**config.mk**
```make
export PLATFORM = sky130hd
export DESIGN_NAME = inst_fetcher_flat
export DESIGN_NICKNAME = d
export VERILOG_FILES = /design/src/rtl/fetch_pkg.sv /design/src/rtl/inst_fetcher_if.sv /design/src/rtl/icache_dm.sv /design/src/rtl/inst_fetcher.sv /design/src/flat_wrapper.sv
export SDC_FILE = /design/constraint.sdc
export NUM_CORES = 1
export LEC_CHECK = 0
export CAP_MARGIN = 15
export CORE_UTILIZATION = 25
export DETAILED_ROUTE_END_ITERATION = 6
export DONT_BUFFER_PORTS = 1
export PLACE_DENSITY = 0.35
export RECOVER_POWER = 25
export SLEW_MARGIN = 20
export SYNTH_ARGS = -nofsm -noshare
export SYNTH_HDL_FRONTEND = slang
export SYNTH_SLANG_ARGS = --single-unit
```
**constraint.sdc**
```tcl
create_clock -name clk_in -period 8.54 [get_ports clk_in]
set_clock_uncertainty 0.15 [all_clocks]
set_input_delay 1.708 -clock clk_in [delete_from_list [all_inputs] [get_ports clk_in]]
set_output_delay 1.708 -clock clk_in [all_outputs]
set_load 0.01 [all_outputs]
```
**src/rtl/fetch_pkg.sv**
```systemverilog
// rtl/fetch_pkg.sv - shared types, defaults and cache geometry helpers for the fetcher
package fetch_pkg;

    typedef enum logic [1:0] {
        S_LOOKUP = 2'd0,
        S_WAIT   = 2'd1,
        S_HOLD   = 2'd2
    } state_t;

    localparam logic [31:0] RESET_PC_DEFAULT = 32'h0000_0000;

    // Index bits of a direct-mapped cache holding one word per line
    function automatic int idx_bits(input int lines);
        return $clog2(lines);
    endfunction

    // Tag bits left over from a 30-bit word address once the index is removed
    function automatic int tag_bits(input int lines);
        return 30 - $clog2(lines);
    endfunction

endpackage

```
**src/rtl/inst_fetcher_if.sv**
```systemverilog
// rtl/inst_fetcher_if.sv - memory-controller and decoder handshake bundle of the fetcher
interface inst_fetcher_if;
    logic        mem_req;
    logic [31:0] mem_addr;
    logic        mem_done;
    logic [31:0] mem_data;
    logic        fetch_ready;
    logic [31:0] inst;
    logic [31:0] pc;
    logic        issue_ready;
    logic        pc_change_flag;
    logic [31:0] pc_change;
    logic        flush;
    logic [31:0] flush_pc;

    modport master (
        output mem_req, mem_addr, fetch_ready, inst, pc,
        input  mem_done, mem_data, issue_ready, pc_change_flag, pc_change, flush, flush_pc
    );

    modport slave (
        input  mem_req, mem_addr, fetch_ready, inst, pc,
        output mem_done, mem_data, issue_ready, pc_change_flag, pc_change, flush, flush_pc
    );
endinterface

```
**src/rtl/icache_dm.sv**
```systemverilog
// rtl/icache_dm.sv - direct-mapped one-word-per-line instruction cache
module icache_dm
    import fetch_pkg::*;
#(
    parameter int LINES = 16
) (
    input  logic        clk_in,
    input  logic        rst_in,
    input  logic [29:0] lookup_word,
    output logic        hit,
    output logic [31:0] lookup_data,
    input  logic        fill_we,
    input  logic [29:0] fill_word,
    input  logic [31:0] fill_data
);

    localparam int IDX  = idx_bits(LINES);
    localparam int TAGW = tag_bits(LINES);

    logic [LINES-1:0] valid;
    logic [TAGW-1:0]  tags [LINES];
    logic [31:0]      data [LINES];

    logic [IDX-1:0]  lk_idx;
    logic [TAGW-1:0] lk_tag;
    logic [IDX-1:0]  fl_idx;
    logic [TAGW-1:0] fl_tag;

    assign lk_idx = lookup_word[IDX-1:0];
    assign lk_tag = lookup_word[29:IDX];
    assign fl_idx = fill_word[IDX-1:0];
    assign fl_tag = fill_word[29:IDX];

    assign hit         = valid[lk_idx] && (tags[lk_idx] == lk_tag);
    assign lookup_data = data[lk_idx];

    // Valid bits are the only cache state that reset must clear
    always_ff @(posedge clk_in or posedge rst_in) begin
        if (rst_in) begin
            valid <= '0;
        end else if (fill_we) begin
            valid[fl_idx] <= 1'b1;
        end
    end

    // Tag and data are meaningless until the valid bit is set, so they carry no reset
    always_ff @(posedge clk_in) begin
        if (fill_we) begin
            tags[fl_idx] <= fl_tag;
            data[fl_idx] <= fill_data;
        end
    end

endmodule

```
**src/rtl/inst_fetcher.sv**
```systemverilog
// rtl/inst_fetcher.sv - fetch FSM, PC register and memory handshake feeding the decoder
module inst_fetcher
    import fetch_pkg::*;
#(
    parameter int          ICACHE_LINES = 16,
    parameter logic [31:0] RESET_PC     = RESET_PC_DEFAULT
) (
    input logic            clk_in,
    input logic            rst_in,
    input logic            rdy_in,
    inst_fetcher_if.master bus
);

    state_t      state, state_n;
    logic [31:0] pc_q, pc_n;
    logic [31:0] inst_q, inst_n;
    logic [31:0] mem_addr_q, mem_addr_n;
    logic        fetch_ready_q, fetch_ready_n;
    logic        mem_req_q, mem_req_n;

    logic        hit;
    logic [31:0] hit_data;
    logic        fill_we;

    icache_dm #(.LINES(ICACHE_LINES)) u_icache (
        .clk_in      (clk_in),
        .rst_in      (rst_in),
        .lookup_word (pc_q[31:2]),
        .hit         (hit),
        .lookup_data (hit_data),
        .fill_we     (fill_we),
        .fill_word   (mem_addr_q[31:2]),
        .fill_data   (bus.mem_data)
    );

    assign bus.pc          = pc_q;
    assign bus.inst        = inst_q;
    assign bus.fetch_ready = fetch_ready_q;
    assign bus.mem_req     = mem_req_q;
    assign bus.mem_addr    = mem_addr_q;

    // Architectural registers; everything the decoder and memory see is registered here
    always_ff @(posedge clk_in or posedge rst_in) begin
        if (rst_in) begin
            state         <= S_LOOKUP;
            pc_q          <= RESET_PC;
            inst_q        <= '0;
            fetch_ready_q <= 1'b0;
            mem_req_q     <= 1'b0;
            mem_addr_q    <= '0;
        end else begin
            state         <= state_n;
            pc_q          <= pc_n;
            inst_q        <= inst_n;
            fetch_ready_q <= fetch_ready_n;
            mem_req_q     <= mem_req_n;
            mem_addr_q    <= mem_addr_n;
        end
    end

    // Next state: pause freezes all, flush beats issue, issue beats lookup/refill
    always_comb begin
        state_n       = state;
        pc_n          = pc_q;
        inst_n        = inst_q;
        fetch_ready_n = fetch_ready_q;
        mem_req_n     = mem_req_q;
        mem_addr_n    = mem_addr_q;
        fill_we       = 1'b0;
        if (rdy_in) begin
            if (bus.flush) begin
                pc_n          = bus.flush_pc;
                fetch_ready_n = 1'b0;
                mem_req_n     = 1'b0;
                state_n       = S_LOOKUP;
                // A word landing in the flush cycle is still worth caching, just not issuing
                fill_we       = (state == S_WAIT) && bus.mem_done;
            end else begin
                case (state)
                    S_LOOKUP: begin
                        if (hit) begin
                            inst_n        = hit_data;
                            fetch_ready_n = 1'b1;
                            state_n       = S_HOLD;
                        end else begin
                            mem_req_n  = 1'b1;
                            mem_addr_n = {pc_q[31:2], 2'b00};
                            state_n    = S_WAIT;
                        end
                    end
                    S_WAIT: begin
                        if (bus.mem_done) begin
                            fill_we       = 1'b1;
                            inst_n        = bus.mem_data;
                            fetch_ready_n = 1'b1;
                            mem_req_n     = 1'b0;
                            state_n       = S_HOLD;
                        end
                    end
                    S_HOLD: begin
                        if (bus.issue_ready) begin
                            pc_n          = bus.pc_change_flag ? bus.pc_change : pc_q + 32'd4;
                            fetch_ready_n = 1'b0;
                            state_n       = S_LOOKUP;
                        end
                    end
                    default: begin
                        state_n = S_LOOKUP;
                    end
                endcase
            end
        end
    end

endmodule

```
**src/flat_wrapper.sv**
```systemverilog
// flat-port wrapper written by rule: the top's interface ports become plain ports
module inst_fetcher_flat import fetch_pkg::*;
#(
    parameter int          ICACHE_LINES = 16,
    parameter logic [31:0] RESET_PC     = RESET_PC_DEFAULT
)
  (clk_in, rst_in, rdy_in, bus_mem_req, bus_mem_addr, bus_fetch_ready, bus_inst, bus_pc, bus_mem_done, bus_mem_data, bus_issue_ready, bus_pc_change_flag, bus_pc_change, bus_flush, bus_flush_pc);
  inst_fetcher_if bus_i ();
  input logic clk_in;
  input logic rst_in;
  input logic rdy_in;
  output wire logic [$bits(bus_i.mem_req)-1:0] bus_mem_req;
  output wire logic [$bits(bus_i.mem_addr)-1:0] bus_mem_addr;
  output wire logic [$bits(bus_i.fetch_ready)-1:0] bus_fetch_ready;
  output wire logic [$bits(bus_i.inst)-1:0] bus_inst;
  output wire logic [$bits(bus_i.pc)-1:0] bus_pc;
  input wire logic [$bits(bus_i.mem_done)-1:0] bus_mem_done;
  input wire logic [$bits(bus_i.mem_data)-1:0] bus_mem_data;
  input wire logic [$bits(bus_i.issue_ready)-1:0] bus_issue_ready;
  input wire logic [$bits(bus_i.pc_change_flag)-1:0] bus_pc_change_flag;
  input wire logic [$bits(bus_i.pc_change)-1:0] bus_pc_change;
  input wire logic [$bits(bus_i.flush)-1:0] bus_flush;
  input wire logic [$bits(bus_i.flush_pc)-1:0] bus_flush_pc;
  assign bus_mem_req = bus_i.mem_req;
  assign bus_mem_addr = bus_i.mem_addr;
  assign bus_fetch_ready = bus_i.fetch_ready;
  assign bus_inst = bus_i.inst;
  assign bus_pc = bus_i.pc;
  assign bus_i.mem_done = bus_mem_done;
  assign bus_i.mem_data = bus_mem_data;
  assign bus_i.issue_ready = bus_issue_ready;
  assign bus_i.pc_change_flag = bus_pc_change_flag;
  assign bus_i.pc_change = bus_pc_change;
  assign bus_i.flush = bus_flush;
  assign bus_i.flush_pc = bus_flush_pc;
  inst_fetcher #(.ICACHE_LINES(ICACHE_LINES), .RESET_PC(RESET_PC)) u_core (.clk_in(clk_in), .rst_in(rst_in), .rdy_in(rdy_in), .bus(bus_i));
endmodule
```
==> impl_metrics.json <==
{
  "status": "finished, final reports clean",
  "synth_commonest_cells": "edfxtp_1, mux4_2, dfrtp_1",
  "ctsHoldBuffers": 0,
  "layout-drive-gt1-share": 0.276,
  "crit_top_cell": "buf_4",
  "syn_inst": 2122,
  "cts_root_buf": "clkbuf_16",
  "cp.depth": 11,
  "cts_max_path_buffers": 3,
  "path_buf_inv": 2,
  "dpl_cell_area_um2": 44800,
  "die_x_um": 412,
  "whs_ns": 0.314,
  "cp_cell_sequence": "buf_4 > nor2b_1 > a22oi_1 > a21o_1 > a2111oi_0 > o22ai_1 > nor4_1 > nand4_1 > nand3_2 > buf_4 > mux2_2",
  "place.gp.congestion": 0.804,
  "yosys.area.top_type_share": 0.663,
  "fmax_ghz": 0.176,
  "grt_max_degree": 76,
  "coreArea_um2": 167000,
  "cts_made_buffers": 117,
  "grt_usage": 0.156,
  "portBuffers": 0,
  "finalSetupTns_ns": 0,
  "fillers": 16400,
  "arrival_ns": 6.13,
  "yosysSeqAreaShare": 0.731,
  "critPathSlowestCell": "dfrtp_4",
  "ios": 201,
  "netlist_area_um2": 42000,
  "synth-edff-count": 928,
  "hold_violations": 0,
  "crit_fanout": 38,
  "areaGrowthSynthToFinish_pct": 15.6,
  "die_y_um": 412,
  "setup_viol_count_final": 0,
  "cap_viol_max_count": 0,
  "cts_tree": "built",
  "multi_input_area_um2": 10700,
  "period_share": 0.666,
  "tightest_slew_ns": 1.06,
  "cts.sinks": 1042,
  "hp-class": "reg2reg",
  "grt_pass1_wl_mm": 184,
  "rsz0062_at_grt": "false",
  "synthArstFlopShare": 0.109,
  "wire_per_inst_um": 29.7,
  "crit_start": "u_core.bus.pc[2]$_DFFE_PP0P_",
  "critPathRequiredTime_ns": 8.98,
  "drtAntennaViolNets": 0,
  "r2r_end": "u_core.bus.mem_addr[19]$_DFFE_PP0P_",
  "cp-end-kind": "flop",
  "p_leak_nw": 15.4,
  "drt-total-wl_mm": 133,
  "r2r_start": "u_core.bus.pc[2]$_DFFE_PP0P_",
  "grt_pass1_vias": 22400,
  "antenna_found_initial": 2,
  "via_count": 21200,
  "pre_cts_slack_ns": 2.75,
  "cts_setup_buffers": 0,
  "critPathTopFamily": "simple AND/OR/NAND/NOR gates",
  "area.sequential_um2": 30700,
  "crit_path_end": "u_core.bus.mem_addr[19]$_DFFE_PP0P_",
  "cts.clk_slew.worst_paths_ns": 0.06,
  "ys_seq_elements": 1042,
  "yosysUniqueCellTypes": 73,
  "finalNetCount": 2283,
  "num_rows": 150,
  "crit_path_start_kind": "flop",
  "ys.flop_type": "edfxtp_1",
  "power.density_nw_per_um2": 282,
  "slew-limit-headroom": 0.295,
  "setup_slack_ns": 2.85,
  "die_area_um2": 170000,
  "synth.largest_area_cell": "edfxtp_1",
  "worstSkewPairLatency_ns": 0.72,
  "slowest_delay_ns": 0.97,
  "htree_levels": 3,
  "drt_first_pass_iters": 7,
  "hpwl_mm": 76.3,
  "path_class": "reg2reg",
  "drt_iter0_drc": 1475,
  "reg2reg_depth": 11,
  "drc": 0,
  "ys_warn_count": 0,
  "grt.overflow.total": 0,
  "netlist_top_cells_area": "edfxtp_1, mux4_2, dfrtp_1",
  "layout_min_cycle_time_ns": 5.69,
  "start_util": 0.251,
  "avgSynthCellArea_um2": 19.8,
  "cts_resized": 0,
  "ff2ff_setup_slack_ns": 2.85,
  "synth_most_common_cell": "edfxtp_1",
  "peakVddDrop_uv": 154,
  "maxSlewViolCount": 0,
  "viasPerCell": 4.72,
  "final_area_um2": 48500
}
-- final cells by class --
cell class | instances | share of cell area
diodes | 3 | 0.000155
clock buffers | 163 | 0.0664
clock inverters | 56 | 0.0102
inverters | 20 | 0.00170
multi-input cells | 930 | 0.221
flip-flops and latches | 1042 | 0.633
well taps | 2204 | 0.0568
repair buffers | 65 | 0.0109
-- kinds of logic (layout without fill, tap and decap cells) --
| group | Yosys count | after routing | synth area share |
|---|---|---|---|
| AO/OA/AOI/OAI | 212 | 212 | 0.0333 |
| XOR/XNOR | 22 | 22 | 0.00459 |
| adder cells (fa/ha/maj) | 4 | 4 | 0.00119 |
| buffers and inverters | 151 | 304 | 0.0165 |
| flip-flops | 1042 | 1042 | 0.731 |
| multiplexers | 425 | 425 | 0.182 |
| other | 1 | 5 | 0.0000893 |
| AND/OR/NAND/NOR | 265 | 265 | 0.0309 |
-- metrics by stage --
stage / std cells / power, W / utilization
3_3_place_gp: 4261 / 0.00894 / 0.268
3_5_place_dp: 4261 / 0.00896 / 0.268
5_1_grt: 4480 / 0.0142 / 0.291
2_1_floorplan: 2123 / 0.00796 / -
6_report: 4483 / 0.0137 / 0.291
4_1_cts: 4480 / 0.0139 / 0.291
-- how the worst min path moves through the flow --
stage	to	cells past startpoint	from	slack (ns)
floorplan	u_core.u_icache.valid[10]$_DFFE_PP0P_	1	u_core.u_icache.valid[10]$_DFFE_PP0P_	0.28
global placement	u_core.u_icache.valid[11]$_DFFE_PP0P_	1	u_core.u_icache.valid[11]$_DFFE_PP0P_	0.30
detailed placement	u_core.u_icache.valid[1]$_DFFE_PP0P_	1	u_core.u_icache.valid[1]$_DFFE_PP0P_	0.30
CTS	u_core.u_icache.valid[5]$_DFFE_PP0P_	1	u_core.u_icache.valid[5]$_DFFE_PP0P_	0.32
global route	u_core.u_icache.valid[15]$_DFFE_PP0P_	1	u_core.u_icache.valid[15]$_DFFE_PP0P_	0.33
finish	u_core.u_icache.valid[5]$_DFFE_PP0P_	1	u_core.u_icache.valid[5]$_DFFE_PP0P_	0.31
-- per-layer routing --
metal  global-route usage  vias up  wire [um]
met5                    0        -         13
met3               0.0312      194       5920
met1                0.205    11600      58300
li1                     -     8850          -
met4               0.0412        2       3340
met2                0.262      523      65500
-- placed cells by master (no fill, tap or decap), types with 8 or more instances in the layout --
cell type and count:
o21ai_0 63, nor2_1 51, a21oi_1 46, mux4_2 236, a31oi_1 10, mux4_1 12
or2_2 19, nand2_1 70, clkinv_1 20, nor2_4 12, clkbuf_16 118, mux2_2 79
mux2_4 30, buf_4 61, clkbuf_1 35, xnor2_1 17, nand3_1 23, edfxtp_1 928
o22ai_1 17, a221o_1 8, a22oi_1 12, nand4_1 8, inv_1 16, nor3_1 18
dfrtp_1 110, mux2i_1 68, nor4_1 8, clkinv_2 21, nor2b_1 11, clkbuf_8 10
-- report_power, final --
group | total (W) | internal (W) | leakage (nW) | switching, W
Combinational | 0.00197 | 0.000949 | 3.81 | 0.00102
Clock | 0.00493 | 0.00284 | 1.81 | 0.00209
Sequential | 0.00679 | 0.00605 | 9.81 | 0.000737
Total | 0.0137 | 0.00983 | 15.4 | 0.00385
-- registers in the layout, summed over array words and instances, names as in the netlist --
register / count
u_core.u_icache.data: 512
u_core.u_icache.tags: 416
u_core.bus.inst: 32
u_core.bus.pc: 32
u_core.bus.mem_addr: 30
u_core.u_icache.valid: 16
u_core.state: 2
u_core.bus.fetch_ready: 1
u_core.bus.mem_req: 1
-- worst register-to-register path, stage by stage, from the launching register on --
cell and delay [ns]:
dfrtp_4 0.97, buf_4 0.50, nor2b_1 0.65, a22oi_1 0.24, a21o_1 0.23, a2111oi_0 0.42
o22ai_1 0.21, nor4_1 0.31, nand4_1 0.45, nand3_2 0.65, buf_4 0.41, mux2_2 0.37
Note: power is estimated with default switching activity, not from simulation.
